**config.mk**
```make
export PLATFORM = sky130hd
export DESIGN_NAME = uart_tx_fifo
export DESIGN_NICKNAME = d
export VERILOG_FILES = /design/src/rtl/uart_tx_fifo.sv
export SDC_FILE = /design/constraint.sdc
export NUM_CORES = 1
export LEC_CHECK = 0
export CAP_MARGIN = 10
export CORE_MARGIN = 1.5
export CORE_UTILIZATION = 61
export DETAILED_ROUTE_END_ITERATION = 8
export PLACE_DENSITY = 0.79
export SLEW_MARGIN = 10
export SYNTH_ARGS = -nofsm -noshare
export SYNTH_HDL_FRONTEND = slang
export SYNTH_SLANG_ARGS = --single-unit
```
**constraint.sdc**
```tcl
create_clock -name clk -period 3.1 [get_ports clk]
set_input_delay 0.62 -clock clk [delete_from_list [all_inputs] [get_ports clk]]
set_output_delay 0.62 -clock clk [all_outputs]
set_load 0.02 [all_outputs]
```
**src/rtl/uart_tx_fifo.sv**
```systemverilog
// UART transmitter with an internal transmit FIFO.
// Frames are start bit, DATA_BITS data bits LSB first, optional parity, STOP_BITS stop bits.
// Each bit lasts DIV = CLK_HZ/BAUD clocks.
// Optional feature: define UART_PARITY_EN to insert a parity bit after the data bits.
// PARITY_ODD selects the parity sense (0 = even, 1 = odd).
module uart_tx_fifo #(
  parameter int unsigned CLK_HZ     = 10000000,
  parameter int unsigned BAUD       = 9600,
  parameter int unsigned DATA_BITS  = 8,
  parameter int unsigned STOP_BITS  = 1,
  parameter int unsigned FIFO_DEPTH = 16,
  parameter int unsigned PARITY_ODD = 0
) (
  input  logic                          clk,
  input  logic                          rst,
  input  logic                          wr_en,
  input  logic [DATA_BITS-1:0]          wr_data,
  input  logic                          ovf_clr,
  output logic                          full,
  output logic                          empty,
  output logic [$clog2(FIFO_DEPTH):0]   level,
  output logic                          busy,
  output logic                          overflow,
  output logic                          irq,
  output logic                          tx
);

  localparam int unsigned Div  = CLK_HZ / BAUD;
  localparam int unsigned CntW = $clog2(Div);
  localparam int unsigned BitW = $clog2(DATA_BITS);
  localparam int unsigned PtrW = $clog2(FIFO_DEPTH);
  localparam int unsigned LvlW = PtrW + 1;

  // Elaboration-time parameter legality checks.
  if (Div < 2) begin : g_bad_div
    $error("uart_tx_fifo: CLK_HZ/BAUD must be at least 2");
  end
  if (DATA_BITS < 5 || DATA_BITS > 9) begin : g_bad_data_bits
    $error("uart_tx_fifo: DATA_BITS must be 5..9");
  end
  if (STOP_BITS < 1 || STOP_BITS > 2) begin : g_bad_stop_bits
    $error("uart_tx_fifo: STOP_BITS must be 1 or 2");
  end
  if (FIFO_DEPTH < 2 || (FIFO_DEPTH & (FIFO_DEPTH - 1)) != 0) begin : g_bad_depth
    $error("uart_tx_fifo: FIFO_DEPTH must be a power of 2, at least 2");
  end
  if (PARITY_ODD > 1) begin : g_bad_parity
    $error("uart_tx_fifo: PARITY_ODD must be 0 or 1");
  end

`ifdef UART_PARITY_EN
  typedef enum logic [2:0] {StIdle, StStart, StData, StParity, StStop} state_e;
`else
  typedef enum logic [2:0] {StIdle, StStart, StData, StStop} state_e;
`endif

  state_e                state_q, state_d;
  logic [CntW-1:0]       cnt_q, cnt_d;
  logic [BitW-1:0]       bit_q, bit_d;
  logic [DATA_BITS-1:0]  shift_q, shift_d;
  logic [DATA_BITS-1:0]  mem_q [FIFO_DEPTH];
  logic [PtrW-1:0]       wr_ptr_q, rd_ptr_q;
  logic [LvlW-1:0]       level_q, level_d;
  logic                  full_q, full_d, empty_q, empty_d;
  logic                  ovf_q, ovf_d;
  logic                  busy_q, irq_q, tx_q, tx_d;
  logic                  push, pop, cnt_last;
`ifdef UART_PARITY_EN
  logic                  parity_q, parity_d;
`endif

  assign cnt_last = (cnt_q == CntW'(Div - 1));

  // FIFO occupancy and sticky overflow; a pop never frees room for a same-cycle write.
  always_comb begin
    push    = wr_en & ~full_q;
    level_d = level_q + LvlW'(push) - LvlW'(pop);
    full_d  = (level_d == LvlW'(FIFO_DEPTH));
    empty_d = (level_d == '0);
    ovf_d   = ovf_q;
    if (wr_en && full_q) begin
      ovf_d = 1'b1;
    end else if (ovf_clr) begin
      ovf_d = 1'b0;
    end
  end

  // Frame sequencer: each state lasts Div clocks; STOP chains straight into the next word.
  always_comb begin
    state_d  = state_q;
    cnt_d    = cnt_q;
    bit_d    = bit_q;
    shift_d  = shift_q;
    pop      = 1'b0;
`ifdef UART_PARITY_EN
    parity_d = parity_q;
`endif
    unique case (state_q)
      StIdle: begin
        if (!empty_q) begin
          pop      = 1'b1;
          state_d  = StStart;
          cnt_d    = '0;
          shift_d  = mem_q[rd_ptr_q];
`ifdef UART_PARITY_EN
          parity_d = (^mem_q[rd_ptr_q]) ^ PARITY_ODD[0];
`endif
        end
      end
      StStart: begin
        if (cnt_last) begin
          state_d = StData;
          cnt_d   = '0;
          bit_d   = '0;
        end else begin
          cnt_d = cnt_q + 1'b1;
        end
      end
      StData: begin
        if (cnt_last) begin
          cnt_d   = '0;
          shift_d = shift_q >> 1;
          if (bit_q == BitW'(DATA_BITS - 1)) begin
            bit_d   = '0;
`ifdef UART_PARITY_EN
            state_d = StParity;
`else
            state_d = StStop;
`endif
          end else begin
            bit_d = bit_q + 1'b1;
          end
        end else begin
          cnt_d = cnt_q + 1'b1;
        end
      end
`ifdef UART_PARITY_EN
      StParity: begin
        if (cnt_last) begin
          state_d = StStop;
          cnt_d   = '0;
          bit_d   = '0;
        end else begin
          cnt_d = cnt_q + 1'b1;
        end
      end
`endif
      StStop: begin
        if (cnt_last) begin
          cnt_d = '0;
          if (bit_q == BitW'(STOP_BITS - 1)) begin
            bit_d = '0;
            if (!empty_q) begin
              pop      = 1'b1;
              state_d  = StStart;
              shift_d  = mem_q[rd_ptr_q];
`ifdef UART_PARITY_EN
              parity_d = (^mem_q[rd_ptr_q]) ^ PARITY_ODD[0];
`endif
            end else begin
              state_d = StIdle;
            end
          end else begin
            bit_d = bit_q + 1'b1;
          end
        end else begin
          cnt_d = cnt_q + 1'b1;
        end
      end
      default: state_d = StIdle;
    endcase
  end

  // Line level for the upcoming cycle, derived from the next state so tx is a clean flop.
  always_comb begin
    tx_d = 1'b1;
    unique case (state_d)
      StStart:  tx_d = 1'b0;
      StData:   tx_d = shift_d[0];
`ifdef UART_PARITY_EN
      StParity: tx_d = parity_q;
`endif
      default:  tx_d = 1'b1;
    endcase
  end

  // FIFO storage; not reset, contents are only read behind a valid level.
  always_ff @(posedge clk) begin
    if (rst && push) begin
      mem_q[wr_ptr_q] <= wr_data;
    end
  end

  // State, pointers and registered status outputs.
  always_ff @(posedge clk) begin
    if (!rst) begin
      state_q  <= StIdle;
      cnt_q    <= '0;
      bit_q    <= '0;
      shift_q  <= '0;
      wr_ptr_q <= '0;
      rd_ptr_q <= '0;
      level_q  <= '0;
      full_q   <= 1'b0;
      empty_q  <= 1'b1;
      ovf_q    <= 1'b0;
      busy_q   <= 1'b0;
      irq_q    <= 1'b1;
      tx_q     <= 1'b1;
`ifdef UART_PARITY_EN
      parity_q <= 1'b0;
`endif
    end else begin
      state_q  <= state_d;
      cnt_q    <= cnt_d;
      bit_q    <= bit_d;
      shift_q  <= shift_d;
      if (push) wr_ptr_q <= wr_ptr_q + 1'b1;
      if (pop)  rd_ptr_q <= rd_ptr_q + 1'b1;
      level_q  <= level_d;
      full_q   <= full_d;
      empty_q  <= empty_d;
      ovf_q    <= ovf_d;
      busy_q   <= (state_d != StIdle);
      irq_q    <= empty_d & (state_d == StIdle);
      tx_q     <= tx_d;
`ifdef UART_PARITY_EN
      parity_q <= parity_d;
`endif
    end
  end

  assign full     = full_q;
  assign empty    = empty_q;
  assign level    = level_q;
  assign busy     = busy_q;
  assign overflow = ovf_q;
  assign irq      = irq_q;
  assign tx       = tx_q;

endmodule

```
**Yosys cells after proc, flatten, opt, wreduce, memory -nomap -nowiden**

Memory sizes are Yosys's and may differ from the RTL's. A register that Yosys moved wholly into a read port is not among the register bits.
Cells that the tools add are included.
Widths: inputs -> output; s select.

- Flip-flop bits (word level): 44
- RAM bits: 128
- Bits of input ports: 12
- Output and inout bits: 11
- Logic and storage cells: 85
- Memories: 1

Memory list:

| memory | depth | width | rd ports | clocked after Yosys merged registers in | write ports | RTL line | text |
|---|---|---|---|---|---|---|---|
| mem_q | 16 | 8 | 1 | 1 | 1 | 61 | `logic [DATA_BITS-1:0] mem_q [FIFO_DEPTH];` |

- $add $sub $neg: 6
- Eq/ne operators: 13
- Mux-type cells: 33
- Bitwise operators: 3
- Reduce and logical (&&, ||, !) cells: 15

Operators with widths:

| kind | count |
|---|---|
| $mux 3 | 11 |
| $mux 8 | 4 |
| $pmux 8 s3 | 1 |
| $mux 11 | 2 |
| $pmux 11 s2 | 1 |
| $pmux 3 s4 | 1 |
| $add 11x1->11 const B | 1 |
| $eq 11x11->1 const B | 1 |
| $ne 2x2->1 const B | 5 |
| $eq 3x2->1 const B | 3 |
| $logic_not 3->1 | 3 |
| $pmux 3 s3 | 1 |
| $reduce_bool 3->1 | 3 |
| $add 4x1->4 const B | 2 |
| $mux 1 | 8 |
| $mux 4 | 2 |
| $reduce_and 4->1 | 2 |
| $eq 3x1->1 const B | 2 |
| $add 5x1->5 | 1 |
| $eq 5x5->1 const B | 1 |
| $logic_not 5->1 | 1 |
| $sub 5x1->5 | 1 |
| $pmux 1 s2 | 2 |
| $reduce_bool 2->1 | 2 |
| other kinds (7) | 9 |

**Logic depth before layout (Yosys ltp)**

- Depth in word-level cells: 7
- Mapped depth: 13
- Mapped depth without buffers: 13

**Least setup slack after synthesis**

Ideal clock, no wire load.

- Kind: reg-to-reg
- Start: reg cnt_q[0]
- End: reg irq_q (netlist: irq)
- Library setup time: 0.087 ns
- Data arrival time: 2.707 ns
- Required time: 3.013 ns
- Setup slack: 0.306 ns
- Stages on the path, launching flop included: 11
- Buffers on the path: 0
- Clock period less this slack: 2.794 ns
- Cell sequence: dfxtp_1 -> inv_1 -> ha_1 -> nor4b_4 -> nand3_4 -> o21ai_4 -> xor2_1 -> ha_1 -> fa_1 -> or4_1 -> o31ai_1

- Longest elaborated chain between the ends: 6
- Elaborated cells between the ends (all ways): 11
- Classes of those cells: 1 x add/sub; 1 x eq/ne; 6 x mux; 1 x bitwise; 2 x reduce/logical

RTL lines:

| what | RTL line | text |
|---|---|---|
| start: declaration | 58 | `logic [CntW-1:0] cnt_q, cnt_d;` |
| start signal: assignment | 215 | `cnt_q <= cnt_d;` |
| $eq 11x11->1 | 72 | `assign cnt_last = (cnt_q == CntW'(Div - 1));` |
| $mux 1 | 149 | `if (cnt_last) begin` |
| $pmux 1 s2 | 98 | `unique case (state_q)` |
| $sub 5x1->5 | 77 | `level_d = level_q + LvlW'(push) - LvlW'(pop);` |
| named net level_d[1] | 63 | `logic [LvlW-1:0] level_q, level_d;` |
| $logic_not 5->1 | 79 | `empty_d = (level_d == '0);` |
| $and 1x1->1 | 225 | `irq_q <= empty_d & (state_d == StIdle);` |
| end signal: assignment | 225 |  |
| end: declaration | 66 | `logic busy_q, irq_q, tx_q, tx_d;` |

The timed path passes the listed nets, and every way through them passes these cells.
A chain may end at the register's enable or synchronous reset.

**Final worst setup path**

Ends and elaborated chain as after synthesis.

==> flow_summary.rst <==
.. list-table::
   :header-rows: 1

   * - Metric
     - Value
   * - Outcome
     - complete, no violations
   * - Number of failing setup endpoints in the final timing report
     - 0
   * - Register-to-register setup slack
     - 0.22 ns
   * - Vias in the first global route
     - 4138
   * - MaxCap Viol Count
     - 0
   * - Share of flip-flops with an asynchronous set or reset after synthesis
     - 0
   * - Transition time of the tightest slew-check pin
     - 0.701 ns
   * - Number of vias after detailed routing
     - 4187
   * - Clock tree from TritonCTS
     - yes
   * - Worst setup EP type
     - flop
   * - Filler instances
     - between 700 and 800
   * - Main area contributors after synthesis
     - sky130_fd_sc_hd__edfxtp_1 52%, sky130_fd_sc_hd__dfxtp_1 13%, sky130_fd_sc_hd__mux4_1 7.2%, sky130_fd_sc_hd__mux4_2 3.7%, sky130_fd_sc_hd__nor2_1 3.0%
   * - Clock tree root buffer cell
     - sky130_fd_sc_hd__clkbuf_16
   * - GP Congestion
     - 0.860
   * - Pin count of the biggest net entering global routing
     - 33
   * - Register bit count reported by yosys
     - 176
   * - Estimated wirelength of the detail-placed design
     - 8.89 mm
   * - Die height
     - 113 um
   * - Clock slew at the register clock pins of the worst setup and hold paths
     - approximately 0.07 ns
   * - Total number of placement rows
     - 39
   * - Number of buffers created by CTS
     - 17
   * - Startpoint of the worst-slack reg-to-reg timing path
     - cnt_q[0]
   * - Critical-path top delay cell
     - sky130_fd_sc_hd__or4_4
   * - Required time reported for the critical path endpoint
     - 3.43 ns
   * - Initial Util
     - 0.634
   * - Worst slack after detailed placement
     - 0.0219 ns
   * - IO Port Bufs
     - 22
   * - Worst max-slew margin expressed relative to the limit
     - 0.531
   * - Commonest non-fill, non-tap cell in the layout
     - sky130_fd_sc_hd__edfxtp_1
   * - Largest area contributor in the netlist
     - sky130_fd_sc_hd__edfxtp_1
   * - Number of standard cells after synthesis
     - 479
   * - Count of nets left with antenna violations after detail routing
     - 0
   * - Classification of the worst-slack hold path
     - flop to flop
   * - Per-cell via count in the routed design
     - 6.12
   * - Leakage component of the power
     - 2.85 nW
   * - Peak supply drop
     - 0.000563 V
   * - Sequential element share of the synthesized area
     - 0.655
   * - Insertion delay of the later-clocked pin in the worst-skew pair
     - 0.42 ns
   * - Num Clock Sinks
     - around 180
   * - Switching power summed over all nets
     - approximately 1.5 mW
   * - Power Dens Cells
     - ~700 nW/um^2
   * - Congestion Overflow GR
     - 0
   * - All-Layer GR Usage
     - 0.236
   * - Final-report hold violation count
     - 0
   * - Net Count, Synth
     - 506
   * - Die Area
     - 12700 um^2
   * - Combinational fraction of design power
     - 0.186
   * - Max Slew Vio Count
     - 0
   * - Maximum net fanout on the critical path
     - 6
   * - Highest clock frequency the design can meet
     - 347 MHz
   * - Max Buffers Root-to-Sink
     - 2
   * - Post-synthesis instance area
     - ~7300 um^2
   * - IO Count
     - 23
   * - Switching power as a share of total power
     - 0.261
   * - Post-route minimum period
     - 2.88 ns
   * - Core area
     - 11600 um^2
   * - Yosys cell types
     - 52
   * - FF/Latch Area
     - 4800 um^2
   * - Worst r2r path cells
     - 10
   * - Arrival @ worst endpoint
     - roughly 3.2 ns
   * - Register share of total power
     - 0.460
   * - Critical Path Max Stage Delay
     - 0.55 ns
   * - WL/cell
     - 20.4 um
   * - Critical path type
     - flop to flop
   * - Worst setup path endpoint
     - irq
   * - Number of DRC violations after detailed routing
     - 0
   * - Total inserted antenna cells
     - 0
   * - First-iteration detailed-routing DRC count
     - ~360
   * - Startpoint Class
     - flop
   * - Footprint of the multi-input gates
     - 2370 um^2
   * - Dominant cell type by count on the critical path
     - sky130_fd_sc_hd__ha_1
   * - Final wirelength
     - 13.9 mm
   * - Start point of the critical path
     - cnt_q[0]
   * - Endpoint of the most critical register-to-register path
     - irq
   * - Net total in the final layout
     - 555
   * - Part of the total power dissipated in the clock network
     - 0.353
   * - Mean Syn Cell Area
     - 15.3 um^2
   * - First-pass detailed-route iteration total
     - 4
   * - Overall power consumption
     - just under 6 mW
   * - Horizontal die dimension
     - between 100 and 150 um
   * - Count of synthesis-stage warnings from yosys
     - 0
   * - Fin crit share
     - 0.928
   * - Most frequent cells in the layout
     - 128 x sky130_fd_sc_hd__edfxtp_1, 59 x sky130_fd_sc_hd__nor2_1, 48 x sky130_fd_sc_hd__dfxtp_1, 29 x sky130_fd_sc_hd__buf_4, 22 x sky130_fd_sc_hd__clkdlybuf4s50_1
   * - Layout area overhead
     - 15.3%
   * - Internal cell power
     - between 4 and 5 mW
   * - Post-synth EDFFs
     - between 100 and 150
   * - Final WS setup
     - 0.222 ns
   * - First-pass GRT wire length
     - 21.9 mm
   * - Ordered list of cells on the worst path
     - inv_1, ha_1, nor4b_4, nand3_4, o21ai_4, xor2_1, ha_1, fa_1, or4_4, o31ai_2
   * - Proportion of layout cells with a drive suffix above 1
     - 0.165
   * - Top FF cell, synth
     - sky130_fd_sc_hd__edfxtp_1
   * - H-tree levels
     - 4
   * - Clock skew after layout
     - slightly above 0.01 ns
   * - Initial antenna violation count
     - 0
   * - Fraction of synthesized cell area taken by the top area cell type
     - 0.524
==> timing repair <==
| item | 4_1_cts | 5_1_grt |
|---|---|---|
| setup endpoints to repair | 0 | 2 |
| gates resized for setup | 0 | 4 |
| buffers inserted | 0 | 2 |
| hold buffers | 0 | 0 |
==> cell type report <==
cell class	count	area share
timing repair buffer	52	0.0542
sequential	176	0.568
clock buffer	18	0.0508
inverter	16	0.00710
clock inverter	14	0.0182
tap	143	0.0212
multi-input combinational	265	0.280
==> power groups by stage <==
stage | registers (mW) | logic (mW) | clock network (mW)
detailed placement | 2.77 | 1.06 | 0
global route | 2.73 | 1.20 | 2.21
CTS | 2.71 | 1.08 | 2.12
floorplan | 2.80 | 0.698 | 0
global placement | 2.76 | 1.03 | 0
finish | 2.71 | 1.10 | 2.08
==> kinds of logic (layout without fill, tap and decap cells) <==
logic type	count (synthesis)	after routing	synth area share
flops	176	176	0.655
simple gates	122	122	0.0831
compound gates	57	57	0.0530
mux	49	49	0.133
buf+inv	38	100	0.0239
xor+xnor	21	21	0.0251
fa+ha+maj	15	15	0.0266
other cells	1	1	0.000511
==> critical path: cells and delay by family, from the launching register on <==
| kind | cells | cell delay, ns |
|---|---|---|
| buffers and inverters | 1 | 0.07 |
| AOI/OAI and AO/OA | 2 | 0.41 |
| DFF | 1 | 0.36 |
| adders and majority gates | 3 | 0.78 |
| and+or+nand+nor | 3 | 1.00 |
| xor gates and xnor gates | 1 | 0.16 |
==> worst min-delay path by stage <==
stage	cells past startpoint	to	slack, ns	startpoint
2_1_floorplan	2	shift_q[6]	0.44	shift_q[7]
6_report	2	overflow	0.48	overflow
3_3_place_gp	2	overflow	0.46	overflow
4_1_cts	2	overflow	0.49	overflow
5_1_grt	2	overflow	0.51	overflow
3_5_place_dp	2	shift_q[6]	0.48	shift_q[7]
==> metal layers <==
metal  vias to the layer above  track usage  wire (um)
met5                         -            0          0
met4                         0       0.0810        334
met3                        23       0.0562        680
met2                       130        0.385       6920
met1                      2108        0.315       6000
li1                       1926            -          -
==> flip-flops by register name (all words and copies together) (netlist names), named ones only <==
register / flops
mem_q: 128
cnt_q: 11
shift_q: 8
level: 5
rd_ptr_q: 4
wr_ptr_q: 4
bit_q: 3
state_q: 3
busy: 1
empty: 1
full: 1
irq: 1
overflow: 1
tx: 1
==> stage by stage <==
step / TNS, ns / instances / hold slack [ns] / instance area (um^2) / utilization
final: 0 / 684 / 0.477 / 8460 / 0.731
after global routing: -0.00603 / 684 / 0.510 / 8460 / 0.731
after floorplan: 0 / 479 / 0.442 / 7340 / -
after detailed placement: 0 / 650 / 0.476 / 7840 / 0.678
after CTS: 0 / 682 / 0.486 / 8430 / 0.729
after global placement: 0 / 650 / 0.457 / 7840 / 0.678
==> Yosys cell counts (all sizes together), types with 4 or more instances <==
| cell | instances |
|---|---|
| mux2i | 10 |
| ha | 14 |
| mux4 | 32 |
| a21oi | 12 |
| nor2 | 59 |
| xor2 | 13 |
| clkbuf | 10 |
| inv | 16 |
| nand2b | 4 |
| and2 | 5 |
| nand2 | 20 |
| mux2 | 7 |
| dfxtp | 48 |
| nor3 | 7 |
| a22oi | 7 |
| edfxtp | 128 |
| buf | 12 |
| a221oi | 7 |
| nand4 | 7 |
| o21ai | 14 |
| xnor2 | 8 |
Note: power is estimated with default switching activity, not from simulation.
